--- config.mk ---
export PLATFORM = sky130hd
export DESIGN_NAME = mem_port_arbiter
export DESIGN_NICKNAME = d
export VERILOG_FILES = /design/src/rtl/mem_arb_pkg.sv /design/src/rtl/wait_counter.sv /design/src/rtl/mem_port_arbiter.sv
export SDC_FILE = /design/constraint.sdc
export NUM_CORES = 1
export LEC_CHECK = 0
export CORE_ASPECT_RATIO = 0.75
export CORE_UTILIZATION = 30
export CTS_BUF_LIST = sky130_fd_sc_hd__clkbuf_8
export CTS_CLUSTER_SIZE = 25
export DETAILED_ROUTE_END_ITERATION = 6
export DONT_BUFFER_PORTS = 1
export PLACE_DENSITY = 0.5
export RECOVER_POWER = 50
export SYNTH_ARGS = -nofsm -noshare
export SYNTH_HDL_FRONTEND = slang
export SYNTH_HIERARCHICAL = 1
export SYNTH_SLANG_ARGS = --single-unit
--- constraint.sdc ---
create_clock -name clk -period 7.5 [get_ports clk]
set_clock_uncertainty 0.2 [all_clocks]
set_input_delay 0.75 -clock clk [delete_from_list [all_inputs] [get_ports clk]]
set_output_delay 0.75 -clock clk [all_outputs]
set_load 0.01 [all_outputs]
--- src/rtl/mem_arb_pkg.sv ---
// Shared definitions for the memory port arbiter: state encoding, owner
// encoding and the default access latency.
package mem_arb_pkg;

  localparam int unsigned WAIT_CYCLES_DEFAULT = 5;

  typedef logic [1:0] arb_state_t;

  localparam arb_state_t ST_IDLE   = 2'd0;
  localparam arb_state_t ST_ACCESS = 2'd1;
  localparam arb_state_t ST_DONE   = 2'd2;

  localparam logic OWNER_IF  = 1'b0;
  localparam logic OWNER_MEM = 1'b1;

endpackage

--- src/rtl/wait_counter.sv ---
// Loadable down-counter that saturates at zero and flags when it is empty.
module wait_counter #(
  parameter int unsigned W = 3
) (
  input  logic         clk,
  input  logic         rst,
  input  logic         load,
  input  logic [W-1:0] load_val,
  input  logic         dec,
  output logic         zero
);

  logic [W-1:0] cnt_q;
  logic [W-1:0] cnt_d;

  always_comb begin
    cnt_d = cnt_q;
    if (load) begin
      cnt_d = load_val;
    end else if (dec && (cnt_q != '0)) begin
      cnt_d = cnt_q - W'(1);
    end
  end

  always_ff @(posedge clk or posedge rst) begin
    if (rst) begin
      cnt_q <= '0;
    end else begin
      cnt_q <= cnt_d;
    end
  end

  assign zero = (cnt_q == '0);

endmodule

--- src/rtl/mem_port_arbiter.sv ---
// Arbitrates the fetch and MEM stages onto one single-port memory with a
// fixed access latency; MEM always wins a simultaneous request.
module mem_port_arbiter #(
  parameter int unsigned N           = 32,
  parameter int unsigned WAIT_CYCLES = mem_arb_pkg::WAIT_CYCLES_DEFAULT
) (
  input  logic         clk,
  input  logic         rst,
  input  logic         ifReqIn,
  input  logic [N-1:0] ifAddrIn,
  input  logic         memRdReqIn,
  input  logic         memWrReqIn,
  input  logic [N-1:0] memAddrIn,
  input  logic [N-1:0] memWrDataIn,
  output logic         ifReadyOut,
  output logic         memReadyOut,
  output logic [N-1:0] ifDataOut,
  output logic [N-1:0] memRdDataOut,
  output logic         ifStallOut,
  output logic         memStallOut,
  output logic         ramEnOut,
  output logic         ramWeOut,
  output logic [N-1:0] ramAddrOut,
  output logic [N-1:0] ramWrDataOut,
  input  logic [N-1:0] ramRdDataIn
);
  import mem_arb_pkg::*;

  localparam int unsigned CW = $clog2(WAIT_CYCLES + 1);
  localparam logic [CW-1:0] CNT_INIT = CW'(WAIT_CYCLES - 1);

  arb_state_t   state_q, state_d;
  logic         owner_q, owner_d;
  logic         we_q, we_d;
  logic [N-1:0] addr_q, addr_d;
  logic [N-1:0] wdata_q, wdata_d;
  logic [N-1:0] cap_q, cap_d;
  logic         cnt_load, cnt_dec, cnt_zero;
  logic         mem_req, in_access, in_done;

  assign mem_req = memRdReqIn | memWrReqIn;

  wait_counter #(.W(CW)) u_wait_counter (
    .clk      (clk),
    .rst      (rst),
    .load     (cnt_load),
    .load_val (CNT_INIT),
    .dec      (cnt_dec),
    .zero     (cnt_zero)
  );

  always_comb begin
    state_d  = state_q;
    owner_d  = owner_q;
    we_d     = we_q;
    addr_d   = addr_q;
    wdata_d  = wdata_q;
    cap_d    = cap_q;
    cnt_load = 1'b0;
    cnt_dec  = 1'b0;
    case (state_q)
      ST_IDLE: begin
        if (mem_req) begin
          owner_d  = OWNER_MEM;
          addr_d   = memAddrIn;
          wdata_d  = memWrDataIn;
          we_d     = memWrReqIn;
          cnt_load = 1'b1;
          state_d  = ST_ACCESS;
        end else if (ifReqIn) begin
          owner_d  = OWNER_IF;
          addr_d   = ifAddrIn;
          wdata_d  = '0;
          we_d     = 1'b0;
          cnt_load = 1'b1;
          state_d  = ST_ACCESS;
        end
      end
      ST_ACCESS: begin
        if (cnt_zero) begin
          if (!we_q) begin
            cap_d = ramRdDataIn;
          end
          state_d = ST_DONE;
        end else begin
          cnt_dec = 1'b1;
        end
      end
      ST_DONE: state_d = ST_IDLE;
      default: state_d = ST_IDLE;
    endcase
  end

  always_ff @(posedge clk or posedge rst) begin
    if (rst) begin
      state_q <= ST_IDLE;
      owner_q <= OWNER_IF;
      we_q    <= 1'b0;
      addr_q  <= '0;
      wdata_q <= '0;
      cap_q   <= '0;
    end else begin
      state_q <= state_d;
      owner_q <= owner_d;
      we_q    <= we_d;
      addr_q  <= addr_d;
      wdata_q <= wdata_d;
      cap_q   <= cap_d;
    end
  end

  assign in_access = (state_q == ST_ACCESS);
  assign in_done   = (state_q == ST_DONE);

  assign ramEnOut     = in_access;
  assign ramWeOut     = in_access & we_q;
  assign ramAddrOut   = in_access ? addr_q  : '0;
  assign ramWrDataOut = in_access ? wdata_q : '0;

  assign ifReadyOut   = in_done & (owner_q == OWNER_IF);
  assign memReadyOut  = in_done & (owner_q == OWNER_MEM);
  assign ifDataOut    = ifReadyOut  ? cap_q : '0;
  assign memRdDataOut = memReadyOut ? cap_q : '0;

  // Stalls are combinational from the requests, so gate them to keep every
  // output low while reset is held.
  assign ifStallOut  = ~rst & ifReqIn & ~ifReadyOut;
  assign memStallOut = ~rst & mem_req & ~memReadyOut;

endmodule

### Word level (Yosys, flattened, before mapping)

Cells that the tools add are included.
W data, S select, Z words.

| cells by class | value |
|---|---|
| add/subtract/negate cells | 1 |
| equal/unequal tests | 4 |
| multiplexer cells | 22 |
| bitwise gates (word level) | 13 |
| reduce and logical (&&, ||, !) cells | 9 |

Operators by type and width:

| cell | count |
|---|---|
| $mux W32 | 8 |
| $mux W1 | 8 |
| $and A1 B1 Y1 | 7 |
| $mux W2 | 3 |
| $mux W3 | 2 |
| $not A1 Y1 | 5 |
| $pmux W2 S2 | 1 |
| $reduce_and A2 Y1 | 2 |
| $reduce_bool A2 Y1 | 2 |
| $logic_not A3 Y1 | 1 |
| $ne A3 B3 Y1 const B | 1 |
| $reduce_and A3 Y1 | 1 |
| $reduce_bool A3 Y1 | 1 |
| $sub A3 B1 Y3 const B | 1 |
| $eq A2 B1 Y1 const B | 1 |
| $eq A2 B2 Y1 const B | 1 |
| $logic_not A2 Y1 | 1 |
| $ne A2 B2 Y1 const B | 1 |
| $logic_and A1 B1 Y1 | 1 |
| $or A1 B1 Y1 | 1 |

| word-level totals | value |
|---|---|
| bits in registers | 103 |
| input port bits | 133 |
| logic and storage cells | 56 |

### Logic depth before layout (Yosys ltp)

| depth | value |
|---|---|
| depth in word-level cells | 6 |
| mapped depth | 8 |
| gate-level depth less buffers | 6 |

### Cells and area by module

Netlist, hierarchy kept.

Modules (own cells, without submodules):

| module | instances | cells each | area each (µm²) | sequential area each (µm²) |
|---|---|---|---|---|
| mem_port_arbiter | 1 | 407 | 4939.7 | 2502.4 |
| wait_counter | 1 | 20 | 211.5 | 75.1 |

### Worst setup path before layout

OpenSTA, ideal clock, no wires.

| path | value |
|---|---|
| path type | input to register |
| start point | input memWrReqIn |
| end point | register u_wait_counter.cnt_q[1] |
| library setup time | 0.066 ns |
| arrival time | 2.051 ns |
| data required time | 7.234 ns |
| slack | 5.183 ns |
| cell stages on the path | 7 |
| cell sequence | o31ai_2 buf_2 buf_2 inv_1 buf_6 nor4b_1 a221o_1 |

| on the way | value |
|---|---|
| cells in the longest elaborated chain, start to end | 4 |
| elaborated cells on any way between the ends | 5 |
| classes of those cells | mux (3); bitwise (1); reduce/logical (1) |

RTL lines:

| item | line | RTL |
|---|---|---|
| start: declaration | mem_port_arbiter.sv:12 | `input logic memWrReqIn,` |
| $or A1 B1 Y1 (*) | mem_port_arbiter.sv:41 | `assign mem_req = memRdReqIn \| memWrReqIn;` |
| $mux W1 (*) | mem_port_arbiter.sv:63 | `if (mem_req) begin` |
| $mux W1 (*) | mem_port_arbiter.sv:61 | `case (state_q)` |
| via cnt_load | mem_port_arbiter.sv:38 | `logic cnt_load, cnt_dec, cnt_zero;` |
| $mux W3 / $reduce_bool A2 Y1 (equally long branches) | - |  |
| end signal: assignment | wait_counter.sv:29 | `cnt_q <= cnt_d;` |
| end: declaration | wait_counter.sv:13 | `logic [W-1:0] cnt_q;` |

Mark *: on every way through the listed nets, which the timed path passes. The rest lies on a longest branch.
A chain may end at the register's enable or synchronous reset.

### Worst setup path after layout

| path | value |
|---|---|
| start point | register state_q[0] |
| end point | register u_wait_counter.cnt_q[0] |

| on the way | value |
|---|---|
| elaborated cells on any way between the ends | 7 |
| classes of those cells | eq/ne (1); mux (3); reduce/logical (3) |

RTL lines:

| item | line | RTL |
|---|---|---|
| start: declaration | mem_port_arbiter.sv:32 | `arb_state_t state_q, state_d;` |
| start signal: assignment | mem_port_arbiter.sv:103 | `state_q <= state_d;` |
| $logic_not A2 Y1 (*) | mem_port_arbiter.sv:61 |  |
| $mux W1 (*) | mem_port_arbiter.sv:61 |  |
| via cnt_load | mem_port_arbiter.sv:38 |  |
| $mux W3 / $reduce_bool A2 Y1 (equally long branches) | - |  |

Marks and branches as above.

==> out/summary.txt <==
area growth from synthesis to layout -> 7.19%
Total Routing Usage GR -> 0.132
Clk Tree Root Cell -> clkbuf_8
Final #Nets -> 551
unrepaired setup endpoints after global routing -> no
failing checks -> capacitance limit, slew limit
Area contributors post-synth -> dfrtp_1 (50%), mux2_2 (21%), and2_1 (16%)
Syn Area/Cell -> 12.1 um^2
PostCTS Resize Cnt -> 0
Net Sw Power -> 0.000891 W
Setup WS pre-CTS -> 4.64 ns
minimum clock period -> 4.72 ns
Seq pwr share -> 0.428
post-layout instance area -> 5520 um^2
Initial Util -> 0.306
R2R cell count -> 6
Hold WS -> 0.297 ns
Seq cells post-synth -> 103
number of core rows -> 41
CTS Hold Bufs -> 1
Post-DP HPWL -> 8020 um
diode count -> 0
fmax -> 0.212 GHz
hold crit path type -> in -> reg
layout cell share with drive strength beyond 1 -> 0.286
Skew-Pair Late Insertion Delay -> 0.37 ns
core area -> 16800 um^2
Comb power frac -> 0.437
Clk pwr share -> 0.136
relative slew slack -> -1.24
die area -> 17700 um^2
final setup TNS -> 0 ns
Largest stage delay, worst path -> 2.40 ns
Yosys Warn Count -> 6
Post-Syn Area -> 5150 um^2
clk sinks -> 103
Peak VDD IR -> 0.000148 V
Setup Fix Bufs, Post-CTS -> 0
Required @ worst endpoint -> 7.62 ns
placed instance area -> 5360 um^2
drt pass-1 iters -> 6
final worst slack -> 2.78 ns
starting DRC count in detailed routing -> 142
post-synthesis cell type count -> 28
Die Y -> 115 um
die width -> 153 um
hold path depth -> 1
static leakage -> 2.32 nW
Crit Path Max Fanout -> 67
crit path cell chain -> nor2_1, o31ai_4, clkbuf_1, inv_1, nor4b_1, a221o_1
total grt overflow -> 0
Final Hold Fails -> 0
Startpoint Class -> flip-flop
Final Cycle Share -> 0.629
CP Capture Type -> flip-flop
Post-route DRC -> 0
initial antenna violation count -> 0
largest net degree at the start of global routing -> 68
CP Data Arrival Time -> 4.83 ns
Int Power -> 0.00145 W
Total Power -> 0.00234 W
Power Dens Cells -> 424 nW/um^2
DR vias -> 3105
Synth Instances -> 427
worst-case clock buffer depth -> 2
post-synth top area share -> 0.500
IO Pins -> 267
actual slew at the worst max-slew pin -> 3.37 ns
Placer Congestion -> 0.722
max-slew violation count -> 175
sequential share of the synthesized area -> 0.500
cts bufs inserted -> 9
H-tree depth -> 3
area leader, netlist -> dfrtp_1
Vias/cell -> 4.89
global-route wire length before repair -> 17600 um
final setup fails -> 0
vias in the first global route -> 3056
outcome -> finished, violations left
Detailed Route WL -> 11400 um
Worst Setup Path Type -> reg -> reg
Routed Antenna Nets -> 0
Clk pin slew, worst setup/hold paths -> 0.11 ns
max_cap viols -> 4
Port Buffers -> 0
switching part of the total -> 0.381
TritonCTS clock tree -> yes
DR WL/cell -> 18.0 um
Critical-path top delay cell -> clkbuf_1
fill count -> 1697
-- critical path: cells and delay by family, from the launching register on --
kind	cells	cell delay, ns
buf+inv	2	3.08
simple gates	2	0.67
flops	1	0.48
compound gates	2	0.22
-- path summary, 6_finish.rpt --
kind	to	slack, ns	from
setup reg to reg	u_wait_counter/cnt_q[0]	2.78	state_q[0]
max in group asynchronous	state_q[0]	5.17	rst
hold / removal	wdata_q[7]	0.30	memWrDataIn[7]
setup / recovery	u_wait_counter/cnt_q[0]	2.78	state_q[0]
min in group asynchronous	we_q	0.46	rst
hold reg to reg	addr_q[11]	0.30	addr_q[11]
-- final cells by class --
| cell class | instances | area, um^2 | area share |
|---|---|---|---|
| sequential | 103 | 2580 | 0.467 |
| tap | 215 | 269 | 0.0487 |
| multi-input combinational | 288 | 2430 | 0.440 |
| clock buffer | 9 | 124 | 0.0224 |
| inverter | 7 | 27.5 | 0.00499 |
| clock inverter | 6 | 45.0 | 0.00816 |
| timing repair buffer | 7 | 47.5 | 0.00861 |
-- cell families after synthesis --
kind of cell | count (synthesis) | synth area share
simple gates | 148 | 0.183
buf+inv | 37 | 0.0330
other cells | 2 | 0.00146
fa+ha+maj | 2 | 0.00486
mux | 97 | 0.212
flops | 103 | 0.500
compound gates | 38 | 0.0651
-- power by group through the flow --
stage | logic [W] | registers (W) | clock network (W)
floorplan | 0.000886 | 0.000941 | 0
detailed placement | 0.00103 | 0.00101 | 0
global route | 0.00113 | 0.00104 | 0.000362
finish | 0.00102 | 0.00100 | 0.000317
CTS | 0.00103 | 0.00100 | 0.000340
global placement | 0.00100 | 0.00101 | 0
-- metal layers --
layer  global-route usage  share of wire
met3               0.0467          0.068
met4               0.0465          0.012
met2                0.216           0.49
met1                0.163           0.43
met5                    0              0
-- cell usage after synthesis --
master    number
a21o_1         1
a221o_1        3
a22o_1        32
and2_1       130
and2b_4        1
and3b_1        1
buf_2         10
buf_4          3
buf_6          1
clkbuf_1      16
conb_1         2
dfrtp_1      103
ha_1           2
inv_1          7
mux2_1         1
mux2_2        96
nand2_1        1
nand2b_1       2
nor2_1         2
nor2_2         1
nor2b_1        2
nor3_1         1
nor3_2         1
nor3b_1        2
nor3b_2        1
nor4b_1        3
o21ai_0        1
o31ai_2        1
-- through the flow --
step | std cells | util
global route | 635 | 0.328
floorplan | 428 | -
detailed placement | 619 | 0.318
CTS | 635 | 0.329
finish | 635 | 0.328
global placement | 619 | 0.318
-- sequential cells by signal (all words and copies together), names as in the netlist --
signal                cells
u_wait_counter/cnt_q      3
owner_q                   1
addr_q                   32
we_q                      1
cap_q                    32
state_q                   2
wdata_q                  32
-- cells in the final DEF, fill, tap and decap left out, types with 2 or more instances in the layout --
master	n
a221o_1	3
a22o_1	32
and2_1	129
buf_4	4
clkbuf_1	2
clkbuf_8	9
clkinvlp_4	2
conb_1	3
dfrtp_1	103
ha_1	2
inv_1	6
inv_6	3
mux2_2	96
nand2b_1	2
nor2_1	3
nor2b_1	2
nor4b_1	3
Power figures use the tool's default switching activity.
